File: src/rtl/fuzz_vector_sequencer.sv
// Differential-simulation run controller: drives LFSR-derived vectors to a ref/dut
// pair of netlists, compares their outputs after a settle delay and accumulates results.
module fuzz_vector_sequencer #(
    parameter int IN_W       = 84,
    parameter int OUT_W      = 119,
    parameter int SETTLE_CYC = 1,
    parameter int CNT_W      = 16
) (
    input  logic             clk,
    input  logic             rst_n,
    input  logic             start,
    input  logic [31:0]      seed_i,
    input  logic [CNT_W-1:0] num_vec_i,
    output logic [IN_W-1:0]  stim_o,
    input  logic [OUT_W-1:0] y_ref_i,
    input  logic [OUT_W-1:0] y_dut_i,
    output logic             busy,
    output logic             done,
    output logic             pass,
    output logic [CNT_W-1:0] mismatch_cnt,
    output logic             first_fail_valid,
    output logic [CNT_W-1:0] first_fail_idx,
    output logic [CNT_W-1:0] vec_idx
);

    typedef enum logic [1:0] {
        IDLE,
        SETTLE,
        COMPARE,
        DONE
    } state_t;

    localparam logic [7:0]  SETTLE_INIT = 8'(SETTLE_CYC - 1);
    localparam logic [31:0] LFSR_TAPS   = 32'h8020_0003;

    state_t           state, state_nxt;
    logic [31:0]      lfsr, lfsr_nxt, lfsr_adv;
    logic [7:0]       settle_cnt, settle_cnt_nxt;
    logic [CNT_W-1:0] num_vec, num_vec_nxt;
    logic [CNT_W-1:0] last_idx;
    logic [CNT_W-1:0] vec_idx_nxt, mismatch_cnt_nxt, first_fail_idx_nxt;
    logic             first_fail_valid_nxt, done_nxt, pass_nxt;
    logic [IN_W-1:0]  stim_nxt, stim_rep;

    assign busy     = (state == SETTLE) || (state == COMPARE);
    assign last_idx = num_vec - CNT_W'(1);

    // Galois step; the new word is tiled from the LSB to fill the whole input bus.
    always_comb begin
        lfsr_adv = lfsr[0] ? ((lfsr >> 1) ^ LFSR_TAPS) : (lfsr >> 1);
        for (int i = 0; i < IN_W; i++) begin
            stim_rep[i] = lfsr_adv[i[4:0]];
        end
    end

    always_comb begin
        // NOTE: every next-value starts as a copy of its register so no path through the case leaves it unassigned, which would infer a latch.
        state_nxt            = state;
        lfsr_nxt             = lfsr;
        settle_cnt_nxt       = settle_cnt;
        num_vec_nxt          = num_vec;
        vec_idx_nxt          = vec_idx;
        mismatch_cnt_nxt     = mismatch_cnt;
        first_fail_valid_nxt = first_fail_valid;
        first_fail_idx_nxt   = first_fail_idx;
        done_nxt             = done;
        pass_nxt             = pass;
        stim_nxt             = stim_o;

        case (state)
            IDLE, DONE: begin
                if (start) begin
                    stim_nxt             = '0;
                    lfsr_nxt             = (seed_i == 32'd0) ? 32'd1 : seed_i;
                    vec_idx_nxt          = '0;
                    mismatch_cnt_nxt     = '0;
                    first_fail_valid_nxt = 1'b0;
                    first_fail_idx_nxt   = '0;
                    num_vec_nxt          = num_vec_i;
                    if (num_vec_i == '0) begin
                        state_nxt = DONE;
                        done_nxt  = 1'b1;
                        pass_nxt  = 1'b1;
                    end else begin
                        state_nxt      = SETTLE;
                        done_nxt       = 1'b0;
                        pass_nxt       = 1'b0;
                        settle_cnt_nxt = SETTLE_INIT;
                    end
                end
            end

            SETTLE: begin
                if (settle_cnt == 8'd0) begin
                    state_nxt = COMPARE;
                end else begin
                    settle_cnt_nxt = settle_cnt - 8'd1;
                end
            end

            COMPARE: begin
                if (y_ref_i != y_dut_i) begin
                    if (!(&mismatch_cnt)) begin
                        mismatch_cnt_nxt = mismatch_cnt + CNT_W'(1);
                    end
                    if (!first_fail_valid) begin
                        first_fail_valid_nxt = 1'b1;
                        first_fail_idx_nxt   = vec_idx;
                    end
                end
                if (vec_idx == last_idx) begin
                    state_nxt = DONE;
                    done_nxt  = 1'b1;
                    pass_nxt  = (mismatch_cnt_nxt == '0);
                end else begin
                    lfsr_nxt       = lfsr_adv;
                    stim_nxt       = stim_rep;
                    vec_idx_nxt    = vec_idx + CNT_W'(1);
                    settle_cnt_nxt = SETTLE_INIT;
                    state_nxt      = SETTLE;
                end
            end

            default: state_nxt = IDLE;
        endcase
    end

    // Reset discards a run in flight entirely; nothing partial survives.
    always_ff @(posedge clk) begin
        // NOTE: state registers use non-blocking assignment so all of them update together from pre-edge values.
        if (!rst_n) begin
            state            <= IDLE;
            lfsr             <= '0;
            settle_cnt       <= '0;
            num_vec          <= '0;
            vec_idx          <= '0;
            mismatch_cnt     <= '0;
            first_fail_valid <= 1'b0;
            first_fail_idx   <= '0;
            done             <= 1'b0;
            pass             <= 1'b0;
            stim_o           <= '0;
        end else begin
            state            <= state_nxt;
            lfsr             <= lfsr_nxt;
            settle_cnt       <= settle_cnt_nxt;
            num_vec          <= num_vec_nxt;
            vec_idx          <= vec_idx_nxt;
            mismatch_cnt     <= mismatch_cnt_nxt;
            first_fail_valid <= first_fail_valid_nxt;
            first_fail_idx   <= first_fail_idx_nxt;
            done             <= done_nxt;
            pass             <= pass_nxt;
            stim_o           <= stim_nxt;
        end
    end

endmodule

File: config.mk
export PLATFORM = sky130hd
export DESIGN_NAME = fuzz_vector_sequencer
export DESIGN_NICKNAME = d
export VERILOG_FILES = /design/src/rtl/fuzz_vector_sequencer.sv
export SDC_FILE = /design/constraint.sdc
export NUM_CORES = 1
export LEC_CHECK = 0
export BUFFER_PORTS_ARGS = -buffer_cell sky130_fd_sc_hd__buf_4
export CAP_MARGIN = 20
export CORE_AREA = 2 2 167 169
export CTS_BUF_LIST = sky130_fd_sc_hd__clkbuf_8
export DETAILED_ROUTE_END_ITERATION = 7
export DIE_AREA = 0 0 169 171
export PLACE_DENSITY = 0.59
export SETUP_SLACK_MARGIN = 0.5
export SLEW_MARGIN = 20
export SYNTH_ARGS = -nofsm -noshare
export SYNTH_HDL_FRONTEND = slang
export SYNTH_SLANG_ARGS = --single-unit
File: constraint.sdc
create_clock -name clk -period 6.6 [get_ports clk]
set_clock_uncertainty 0.05 [all_clocks]
set_input_delay 1.32 -clock clk [delete_from_list [all_inputs] [get_ports clk]]
set_output_delay 1.32 -clock clk [all_outputs]
set_load 0.005 [all_outputs]
==> results_dict.tcl <==
set metrics [dict create \
    cp.required_ps 6950 \
    first_global_vias 8273 \
    fin_util_pct 43.2 \
    worstMarginPinSlew_ps 912 \
    die_h_um 171 \
    synth_flop_cell "dfxtp_1" \
    cts_setup_buffers 0 \
    h-tree-depth 4 \
    synth.distinct_cells 61 \
    core_um2 27300 \
    min_period_ps 4300 \
    antenna_found_initial 1 \
    initial_core_util_pct 30.7 \
    grtUsageTotal_pct 20.4 \
    max_freq_ghz 0.232 \
    grt-ovfl-total 0 \
    crit_type "flop to flop" \
    gp_congestion 0.928 \
    vias 8805 \
    port_buffers 424 \
    finalSetupViolations 0 \
    clkTransAtPathRegs_ps 90 \
    grt_setup_unrepaired "no" \
    first_iter_violations 681 \
    highest_layer "met5" \
    critPathCaptureType "flop" \
    finalHoldViolations 0 \
    die_w_um 169 \
    root_buffer "clkbuf_8" \
    syn2layout_area_growth_pct 40.9 \
    netlist_instances 998 \
    drtPass1Iterations 7 \
    syn_avg_cell_area_um2 8.40 \
    drive_above_1_share_pct 35.6 \
    synth_seq_cells 141 \
    yosysSeqAreaShare_pct 33.7 \
    irDropWorstVdd_mv 0.186 \
    arrival_ps 4650 \
    mostFrequentLayoutCells "buf_4 (433), dfxtp_1 (141), xor2_1 (130)" \
    layout.nets 1637 \
    yosysWarningCount 0 \
    cts_resized 0 \
    clk-insertion-delay-late_ps 460 \
    maxCapViolCount 0 \
    critPathLaunchType "flop" \
    slew_headroom_pct 38.7 \
    synth_area_um2 8380 \
    layout_commonest_cell "buf_4" \
    synth_async_sr_flop_share_pct 0 \
    path_max_fanout 52 \
    grt_max_degree 63 \
    drc 0 \
    p_leak_nw 5.09 \
    rows 61 \
    wire_per_inst_um 18.2 \
    synth_fp_nets 1295 \
    p_per_area_nw_per_um2 261 \
    hold_class "flop to flop" \
    viasPerCell 5.18 \
    dr_wl_met3_mm 2.13 \
    dr_wl_met2_mm 14.2 \
    ctsHoldBuffers 0 \
    period_share_pct 65.2 \
    finalSetupTns_ps 0 \
    wl_mm 30.9 \
    synth_edf_count 0 \
    numCtsBuffers 17 \
    design.die.area_um2 28900 \
    power_w 0.00309 \
    ff2ff_setup_slack_ps 2300 \
    cts_tree "built" \
    cts.path.max_buffers 2 \
    wl_met1_mm 14.0 \
    num_io_pins 425 \
    ant_nets 0 \
    grt_pass1_wl_mm 46.1 \
    outcome "complete, no violations" \
    maxSlewViolCount 0 \
    clock_sinks 141 \
    hpwl_mm 24.1 \
]
-- power breakdown --
part           switching, W  internal [W]
Sequential         0.000137      0.000972
Combinational      0.000734      0.000522
Clock              0.000380      0.000342
Total               0.00125       0.00184
-- area by class of cell --
type | instances | area (um^2)
fillers | 2823 | 15500
repair buffers | 433 | 3250
clock buffers | 17 | 234
multi-input cells | 732 | 4840
clock inverters | 15 | 161
diodes | 1 | 2.50
well taps | 346 | 433
inverters | 15 | 57.6
flip-flops and latches | 141 | 2820
-- registers in the layout (all words and copies together), names as in the netlist --
| name | count |
|---|---|
| num_vec | 16 |
| state | 2 |
| pass | 1 |
| stim_o | 32 |
| lfsr | 32 |
| vec_idx | 16 |
| first_fail_valid | 1 |
| first_fail_idx | 16 |
| mismatch_cnt | 16 |
| done | 1 |
| settle_cnt | 8 |
-- synthesized netlist by cell type (all sizes together) (5+ instances only) --
| cell type | instances | area (um^2) |
|---|---|---|
| dfxtp | 141 | 2820 |
| xor2 | 130 | 1140 |
| nor2 | 115 | 432 |
| nand2 | 75 | 282 |
| buf | 64 | 497 |
| nor4 | 58 | 390 |
| a21oi | 52 | 260 |
| a22oi | 48 | 360 |
| clkbuf | 46 | 174 |
| a222oi | 29 | 290 |
| xnor2 | 25 | 219 |
| nand4 | 19 | 119 |
| o21ai | 19 | 95.1 |
| nand3 | 17 | 85.1 |
| inv | 15 | 56.3 |
| nor3 | 15 | 80.1 |
| and3 | 11 | 68.8 |
| o31ai | 9 | 67.6 |
| or3 | 9 | 56.3 |
| ha | 8 | 100 |
| a21boi | 6 | 45.1 |
| a311oi | 6 | 52.6 |
| nand2b | 6 | 37.5 |
| a211oi | 5 | 37.5 |
| and2 | 5 | 31.3 |
| and4 | 5 | 43.8 |
| nor3b | 5 | 37.5 |
| or4 | 5 | 37.5 |
-- worst paths after layout --
| path | depth (start not counted) | to | startpoint |
|---|---|---|---|
| max | 11 | lfsr[2]$_SDFFE_PN0P_ | num_vec[0]$_SDFFE_PN0P_ |
| min | 2 | num_vec[15]$_SDFFE_PN0P_ | num_vec[15]$_SDFFE_PN0P_ |
| max reg2reg | 11 | lfsr[2]$_SDFFE_PN0P_ | num_vec[0]$_SDFFE_PN0P_ |
| min reg2reg | 2 | num_vec[15]$_SDFFE_PN0P_ | num_vec[15]$_SDFFE_PN0P_ |
-- cell families (layout without fill, tap and decap cells) --
group,count (synthesis),in the layout,synth area share [%]
adder cells (fa/ha/maj),8,8,1.19
flip-flops,141,141,33.7
multiplexers,6,6,0.747
XOR/XNOR,156,156,16.5
buffers and inverters,125,480,8.68
other,0,1,0
AO/OA/AOI/OAI,203,203,17.4
AND/OR/NAND/NOR,359,359,21.8
-- critical path, stage by stage (launching register included) --
cell      delay (ps)
dfxtp_1          390
inv_1             90
ha_1             240
nor4b_4          450
nor3b_1          240
o21ai_1           80
a2111o_1         500
nor4_4           760
or2_2            550
buf_4            540
a222oi_1         200
nor2_1           130
-- per-layer routing --
| metal | vias to the layer above | GRT usage [%] |
|---|---|---|
| met2 | 348 | 33.7 |
| met3 | 40 | 4.70 |
| met1 | 4160 | 27.0 |
| met4 | 2 | 4.98 |
| li1 | 4255 | - |
| met5 | - | 0 |
-- per-stage QoR --
step	cells	instance area [um^2]	setup WS [ps]	hold slack [ps]
2_1_floorplan	998	8380	2990	399
3_3_place_gp	1667	11400	2280	413
3_5_place_dp	1667	11400	2130	426
4_1_cts	1699	11800	2320	437
5_1_grt	1699	11800	1950	463
6_report	1700	11800	2300	435
No activity file was read; power rests on OpenSTA's default activity.
